File: config.mk
export PLATFORM = sky130hd
export DESIGN_NAME = multi_ch_data_sync
export DESIGN_NICKNAME = d
export VERILOG_FILES = /design/src/rtl/data_sync_pkg.sv /design/src/rtl/data_sync_ch.sv /design/src/rtl/multi_ch_data_sync.sv
export SDC_FILE = /design/constraint.sdc
export NUM_CORES = 1
export LEC_CHECK = 0
export BUFFER_PORTS_ARGS = -buffer_cell sky130_fd_sc_hd__buf_2
export CAP_MARGIN = 20
export CORE_MARGIN = 3
export CORE_UTILIZATION = 30
export DETAILED_ROUTE_END_ITERATION = 6
export SLEW_MARGIN = 5
export SYNTH_ARGS = -nofsm -noshare
export SYNTH_HDL_FRONTEND = slang
export SYNTH_SLANG_ARGS = --single-unit
export TNS_END_PERCENT = 5
File: constraint.sdc
create_clock -name CLK -period 2.6 [get_ports CLK]
set_clock_uncertainty 0.05 [all_clocks]
set_input_delay 0.52 -clock CLK [delete_from_list [all_inputs] [get_ports CLK]]
set_output_delay 0.52 -clock CLK [all_outputs]
set_load 0.01 [all_outputs]
File: src/rtl/data_sync_pkg.sv
// Shared constants and helpers for the multi-channel destination-side data synchroniser.
package data_sync_pkg;

    localparam int MIN_STAGES  = 2;
    localparam int MODE_LEVEL  = 0;
    localparam int MODE_TOGGLE = 1;

    // Bit offset of channel c inside a packed multi-channel bus.
    function automatic int ch_offset(input int c, input int width);
        return c * width;
    endfunction

endpackage

File: src/rtl/data_sync_ch.sv
// One channel: enable synchroniser chain, event detect, data capture and valid/overrun tracking.
module data_sync_ch
    import data_sync_pkg::*;
#(
    parameter int BUS_WIDTH   = 8,
    parameter int NUM_STAGES  = 2,
    parameter int TOGGLE_MODE = MODE_LEVEL
) (
    input  logic                 clk_i,
    input  logic                 rst_i,
    input  logic [BUS_WIDTH-1:0] bus_i,
    input  logic                 en_i,
    input  logic                 ready_i,
    input  logic                 ovr_clr_i,
    output logic [BUS_WIDTH-1:0] bus_o,
    output logic                 pulse_o,
    output logic                 valid_o,
    output logic                 overrun_o
);

    if (NUM_STAGES < MIN_STAGES) begin : g_bad_stages
        $error("data_sync_ch: NUM_STAGES must be >= 2");
    end
    if (TOGGLE_MODE != MODE_LEVEL && TOGGLE_MODE != MODE_TOGGLE) begin : g_bad_mode
        $error("data_sync_ch: TOGGLE_MODE must be 0 or 1");
    end

    logic [NUM_STAGES-1:0] sync_q, sync_d;
    logic                  prev_q, prev_d;
    logic [BUS_WIDTH-1:0]  data_q, data_d;
    logic                  pulse_q, pulse_d;
    logic                  valid_q, valid_d;
    logic                  ovr_q, ovr_d;
    logic                  sync_s;
    logic                  ev;

    // Handshake: data is transferred on every edge where valid_o & ready_i; valid_o never
    // drops without that transfer, and a new event replaces unconsumed data (flagging overrun).
    always_comb begin
        sync_d  = {sync_q[NUM_STAGES-2:0], en_i};
        sync_s  = sync_q[NUM_STAGES-1];
        prev_d  = sync_s;
        ev      = (TOGGLE_MODE == MODE_TOGGLE) ? (sync_s ^ prev_q) : (sync_s & ~prev_q);
        pulse_d = ev;
        data_d  = data_q;
        valid_d = valid_q;
        ovr_d   = ovr_q;

        if (ovr_clr_i) begin
            ovr_d = 1'b0;
        end

        if (ev) begin
            data_d  = bus_i;
            valid_d = 1'b1;
            if (valid_q && !ready_i) begin
                ovr_d = 1'b1;
            end
        end else if (valid_q && ready_i) begin
            valid_d = 1'b0;
        end
    end

    always_ff @(posedge clk_i or posedge rst_i) begin
        if (rst_i) begin
            sync_q  <= '0;
            prev_q  <= 1'b0;
            data_q  <= '0;
            pulse_q <= 1'b0;
            valid_q <= 1'b0;
            ovr_q   <= 1'b0;
        end else begin
            sync_q  <= sync_d;
            prev_q  <= prev_d;
            data_q  <= data_d;
            pulse_q <= pulse_d;
            valid_q <= valid_d;
            ovr_q   <= ovr_d;
        end
    end

    assign bus_o     = data_q;
    assign pulse_o   = pulse_q;
    assign valid_o   = valid_q;
    assign overrun_o = ovr_q;

endmodule

File: src/rtl/multi_ch_data_sync.sv
// Multi-channel data synchroniser: slices the packed buses and replicates one channel per lane.
module multi_ch_data_sync
    import data_sync_pkg::*;
#(
    parameter int NUM_CH      = 2,
    parameter int BUS_WIDTH   = 8,
    parameter int NUM_STAGES  = 2,
    parameter int TOGGLE_MODE = MODE_LEVEL
) (
    input  logic                        CLK,
    input  logic                        RST,
    input  logic [NUM_CH*BUS_WIDTH-1:0] Unsync_bus,
    input  logic [NUM_CH-1:0]           bus_enable,
    output logic [NUM_CH*BUS_WIDTH-1:0] sync_bus,
    output logic [NUM_CH-1:0]           enable_pulse,
    output logic [NUM_CH-1:0]           sync_valid,
    input  logic [NUM_CH-1:0]           sync_ready,
    output logic [NUM_CH-1:0]           overrun,
    input  logic                        overrun_clr
);

    if (NUM_CH < 1) begin : g_bad_ch
        $error("multi_ch_data_sync: NUM_CH must be >= 1");
    end

    for (genvar c = 0; c < NUM_CH; c++) begin : g_ch
        data_sync_ch #(
            .BUS_WIDTH   (BUS_WIDTH),
            .NUM_STAGES  (NUM_STAGES),
            .TOGGLE_MODE (TOGGLE_MODE)
        ) u_ch (
            .clk_i     (CLK),
            .rst_i     (RST),
            .bus_i     (Unsync_bus[ch_offset(c, BUS_WIDTH) +: BUS_WIDTH]),
            .en_i      (bus_enable[c]),
            .ready_i   (sync_ready[c]),
            .ovr_clr_i (overrun_clr),
            .bus_o     (sync_bus[ch_offset(c, BUS_WIDTH) +: BUS_WIDTH]),
            .pulse_o   (enable_pulse[c]),
            .valid_o   (sync_valid[c]),
            .overrun_o (overrun[c])
        );
    end

endmodule
==> results.md <==
| Stage | Result | Reported |
| --- | --- | --- |
| cells and area | Number of filler cells placed in the layout | 332 |
| timing | Total negative setup slack | 0 ns |
| power and ir drop | Lkg Pwr | 0.710 nW |
| setup path | Bufs and invs on worst path | 1 |
| setup path | Capture instance of the worst register-to-register path | g_ch[0].u_ch.bus_o[3]$_DFFE_PP0P_ |
| global route | Initial antenna violation count | 0 |
| power and ir drop | Proportion of power drawn by combinational gates | 19.2% |
| setup path | Category of cells accounting for the largest share of critical-path delay | flip-flops |
| setup path | Depth of the worst register-to-register path | 3 |
| clocking | Register clock-pin slew on the reported worst setup and hold paths | 0.14 ns |
| floorplanning | Standard-cell row count | 21 |
| setup path | Element type at the critical path start | flop |
| placed design | Detailed placer's ending HPWL | 1.39 mm |
| power and ir drop | Switching Share | 24.7% |
| power and ir drop | Switching pwr | 0.219 mW |
| detailed routing | Total Wirelength | 1.87 mm |
| clocking | Inserted Clock Buffers | 3 |
| timing | Worst Tran Pin Value | 0.347 ns |
| clocking | H-tree depth | 1 |
| run status | Outcome | completed |
| timing | Finish-stage setup viols | 0 |
| global route | Total global-route track usage | 9.36% |
| power and ir drop | Internal power | 0.666 mW |
| timing | Achievable clock frequency | 0.687 GHz |
| detailed routing | Drt wl/cell | 12.3 µm |
| hold path | Hold crit path type | primary input to async pin |
| global route | First-pass GRT wire length | 3.03 mm |
| timing | Final Cycle Share | 56.0% |
| floorplanning | Floorplan die area | 4340 µm² |
| setup path | Setup crit start | g_ch[0].u_ch.bus_o[4]$_DFFE_PP0P_ |
| yosys | Area share of the largest cell type after synthesis | 65.2% |
| setup path | Beginning of the worst register-to-register path | g_ch[0].u_ch.prev_q$_DFF_PP0_ |
| global route | Vias in the first global route | 634 |
| yosys | Syn_nets | 86 |
| clocking | CTS Root Cell | sky130_fd_sc_hd__clkbuf_4 |
| yosys | Most frequently used cell type in the post-synthesis netlist | sky130_fd_sc_hd__dfrtp_1 |
| yosys | Synthesized instance count | 63 |
| cells and area | Layout area overhead | 25.7% |
| power and ir drop | Total Power Consumption | 0.885 mW |
| setup path | CP arrival | 0.89 ns |
| placed design | Input/output buffers | 44 |
| clocking | Number of buffers between clock root and the deepest sink | 2 |
| detailed routing | Post-DR vias/cell | 3.91 |
| clocking | Post-CTS Setup Repair Bufs | 0 |
| setup path | CP max stage delay | 0.42 ns |
| yosys | Library cell with the largest summed area after synthesis | sky130_fd_sc_hd__dfrtp_1 |
| cells and area | Diode count | 0 |
| cells and area | Non-filler instance count after layout | 152 |
| detailed routing | Iter 0 DRT Violations | 21 |
| cells and area | Share of layout cells above drive strength 1 | 65.1% |
| yosys | Top flip-flop cell by instance count after synthesis | sky130_fd_sc_hd__dfrtp_1 |
| clocking | CTS resizes | 0 |
| yosys | Post-Syn Area per Cell | 17.1 µm² |
| yosys | Synth top area cells | sky130_fd_sc_hd__dfrtp_1 65%, sky130_fd_sc_hd__mux2_4 22%, sky130_fd_sc_hd__buf_4 4.2%, sky130_fd_sc_hd__nand2b_4 2.6%, sky130_fd_sc_hd__inv_6 1.6% |
| yosys | Distinct cell type count after synthesis | 9 |
| floorplanning | Number of top-level design ports | 45 |
| detailed routing | DRC violation count after routing | 0 |
| run | Max-capacitance violation count | 0 |
| setup path | Critical-path maximum fanout | 2 |
| yosys | Fraction of registers with async set or reset after synthesis | 100% |
| yosys | Share of the yosys chip area belonging to registers | 65.2% |
| timing | Setup repair after global routing missed its margin | false |
| clocking | Clock tree from TritonCTS | built |
| yosys | Combined area of all synthesized cells | 1070 µm² |
| clocking | Clock Latency Late Sink | 0.32 ns |
| power and ir drop | Part of the total power dissipated in the clock network | 23.5% |
| timing | Final critical-path required period | 1.46 ns |
| detailed routing | Number of detailed-route iterations in the first pass | 3 |
| global route | Pin count of the biggest net entering global routing | 29 |
| floorplanning | Floorplan core area | 3390 µm² |
| detailed routing | DR vias | 595 |
| global route | Remaining global-route overflow | 0 |
| clocking | Num Clock Sinks | 28 |
| placed design | Number of cells in the design after placement | 148 |
| yosys | Count of flip-flops with a built-in enable after synthesis | 0 |
| power and ir drop | Register share of total power | 57.3% |
| floorplanning | Overall die height | 65.9 µm |
| timing | Hold violation total from the final report | 0 |
| floorplanning | Chip width | 65.9 µm |
| cells and area | Final #Nets | 130 |
| yosys | Warnings, synthesis | 0 |
| setup path | Logic depth of the worst path, buffers included | 1 |
| setup path | Worst path required time | 2.03 ns |
| timing | Slew margin rel. | 76.9% |
| power and ir drop | Cell Pwr Density | 655 nW/µm² |
| timing | Final Max Slew Viols | 0 |
| floorplanning | Initial Util | 31.7% |
| setup path | Setup slack of the worst register-to-register path | 1.48 ns |
| detailed routing | Remaining antenna violation count | 0 |
| setup path | Capturing element of the worst setup path | sync_bus[4] |
| setup path | Worst Setup End Kind | primary output |
| placed design | Routability Congestion | 0.626 |
| yosys | Flip-flop and latch count after synthesis | 28 |
| yosys | Top cells by instance count after synthesis | 28 x sky130_fd_sc_hd__dfrtp_1, 16 x sky130_fd_sc_hd__mux2_4, 6 x sky130_fd_sc_hd__buf_4, 3 x sky130_fd_sc_hd__inv_1 |
| setup path | Critical Setup Path Class | flop to primary output |
| setup path | Slowest stage cell on the critical path | sky130_fd_sc_hd__dfrtp_1 |
| power and ir drop | Max rail drop VDD | 0.161 mV |
| clocking | Hold buffer count at cts | 0 |
| setup path | Crit-path cells | buf_2 |
[power groups by stage]
stage | sequential [mW] | combinational [mW] | clock, mW
3_3_place_gp | 0.514 | 0.169 | 0
6_report | 0.507 | 0.170 | 0.208
2_1_floorplan | 0.532 | 0.0914 | 0
5_1_grt | 0.515 | 0.185 | 0.233
3_5_place_dp | 0.515 | 0.174 | 0
4_1_cts | 0.508 | 0.174 | 0.218
[through the flow]
step	hold slack [ns]	cell area, µm²	utilization (%)	setup slack, ns
2_1_floorplan	0.281	1070	-	1.45
3_5_place_dp	0.285	1320	38.8	1.49
3_3_place_gp	0.286	1320	38.8	1.51
4_1_cts	0.180	1350	39.9	1.12
5_1_grt	0.190	1350	39.9	1.09
6_report	0.173	1350	39.9	1.14
[cell type report]
class | count | area [µm²] | share of cell area, %
flip-flops and latches | 28 | 701 | 51.9
multi-input cells | 24 | 300 | 22.2
well taps | 46 | 57.6 | 4.26
repair buffers | 45 | 228 | 16.9
clock buffers | 4 | 36.3 | 2.69
inverters | 5 | 28.8 | 2.13
[how the worst min path moves through the flow]
stage,from,endpoint,slack (ns),depth (start not counted)
floorplan,g_ch[0].u_ch.sync_q[0]$_DFF_PP0_,g_ch[0].u_ch.sync_q[1]$_DFF_PP0_,0.28,0
global placement,g_ch[1].u_ch.sync_q[0]$_DFF_PP0_,g_ch[1].u_ch.sync_q[1]$_DFF_PP0_,0.29,0
detailed placement,g_ch[1].u_ch.sync_q[0]$_DFF_PP0_,g_ch[1].u_ch.sync_q[1]$_DFF_PP0_,0.28,0
CTS,RST,g_ch[0].u_ch.sync_q[0]$_DFF_PP0_,0.18,3
global route,RST,g_ch[0].u_ch.sync_q[0]$_DFF_PP0_,0.19,3
finish,RST,g_ch[1].u_ch.sync_q[0]$_DFF_PP0_,0.17,3
[layer usage]
layer  routed length, µm  part of all wire [%]  vias to the layer above  track usage (%)
li1                    -                     -                      287                -
met1                 783                    42                      283             11.7
met2                 936                    50                       21             14.5
met3                 100                   5.4                        4             1.87
met4                  46                   2.5                        0             6.22
met5                   0                     0                        -                0
[registers in the layout, indices dropped and copies added (netlist names)]
| name | flops |
|---|---|
| g_ch.u_ch.overrun_o | 2 |
| g_ch.u_ch.pulse_o | 2 |
| g_ch.u_ch.prev_q | 2 |
| g_ch.u_ch.valid_o | 2 |
| g_ch.u_ch.sync_q | 4 |
| g_ch.u_ch.bus_o | 16 |
[layout by cell type (no fill, tap or decap)]
cell type,netlist,routed
sky130_fd_sc_hd__inv_1,3,3
sky130_fd_sc_hd__nand2_1,2,2
sky130_fd_sc_hd__nand2b_4,2,2
sky130_fd_sc_hd__clkbuf_8,0,1
sky130_fd_sc_hd__buf_4,6,1
sky130_fd_sc_hd__o22ai_1,2,2
sky130_fd_sc_hd__buf_2,0,44
sky130_fd_sc_hd__dfrtp_1,28,28
sky130_fd_sc_hd__clkbuf_4,0,3
sky130_fd_sc_hd__inv_6,2,2
sky130_fd_sc_hd__mux2_4,16,16
sky130_fd_sc_hd__nand2b_1,2,2
[cells by family after synthesis]
logic type	Yosys count	share of synthesized area, %
buffers and inverters	11	6.87
AO/OA/AOI/OAI	2	1.16
AND/OR/NAND/NOR	6	4.42
multiplexers	16	22.4
flip-flops	28	65.2
No activity file was read; power rests on OpenSTA's default activity.
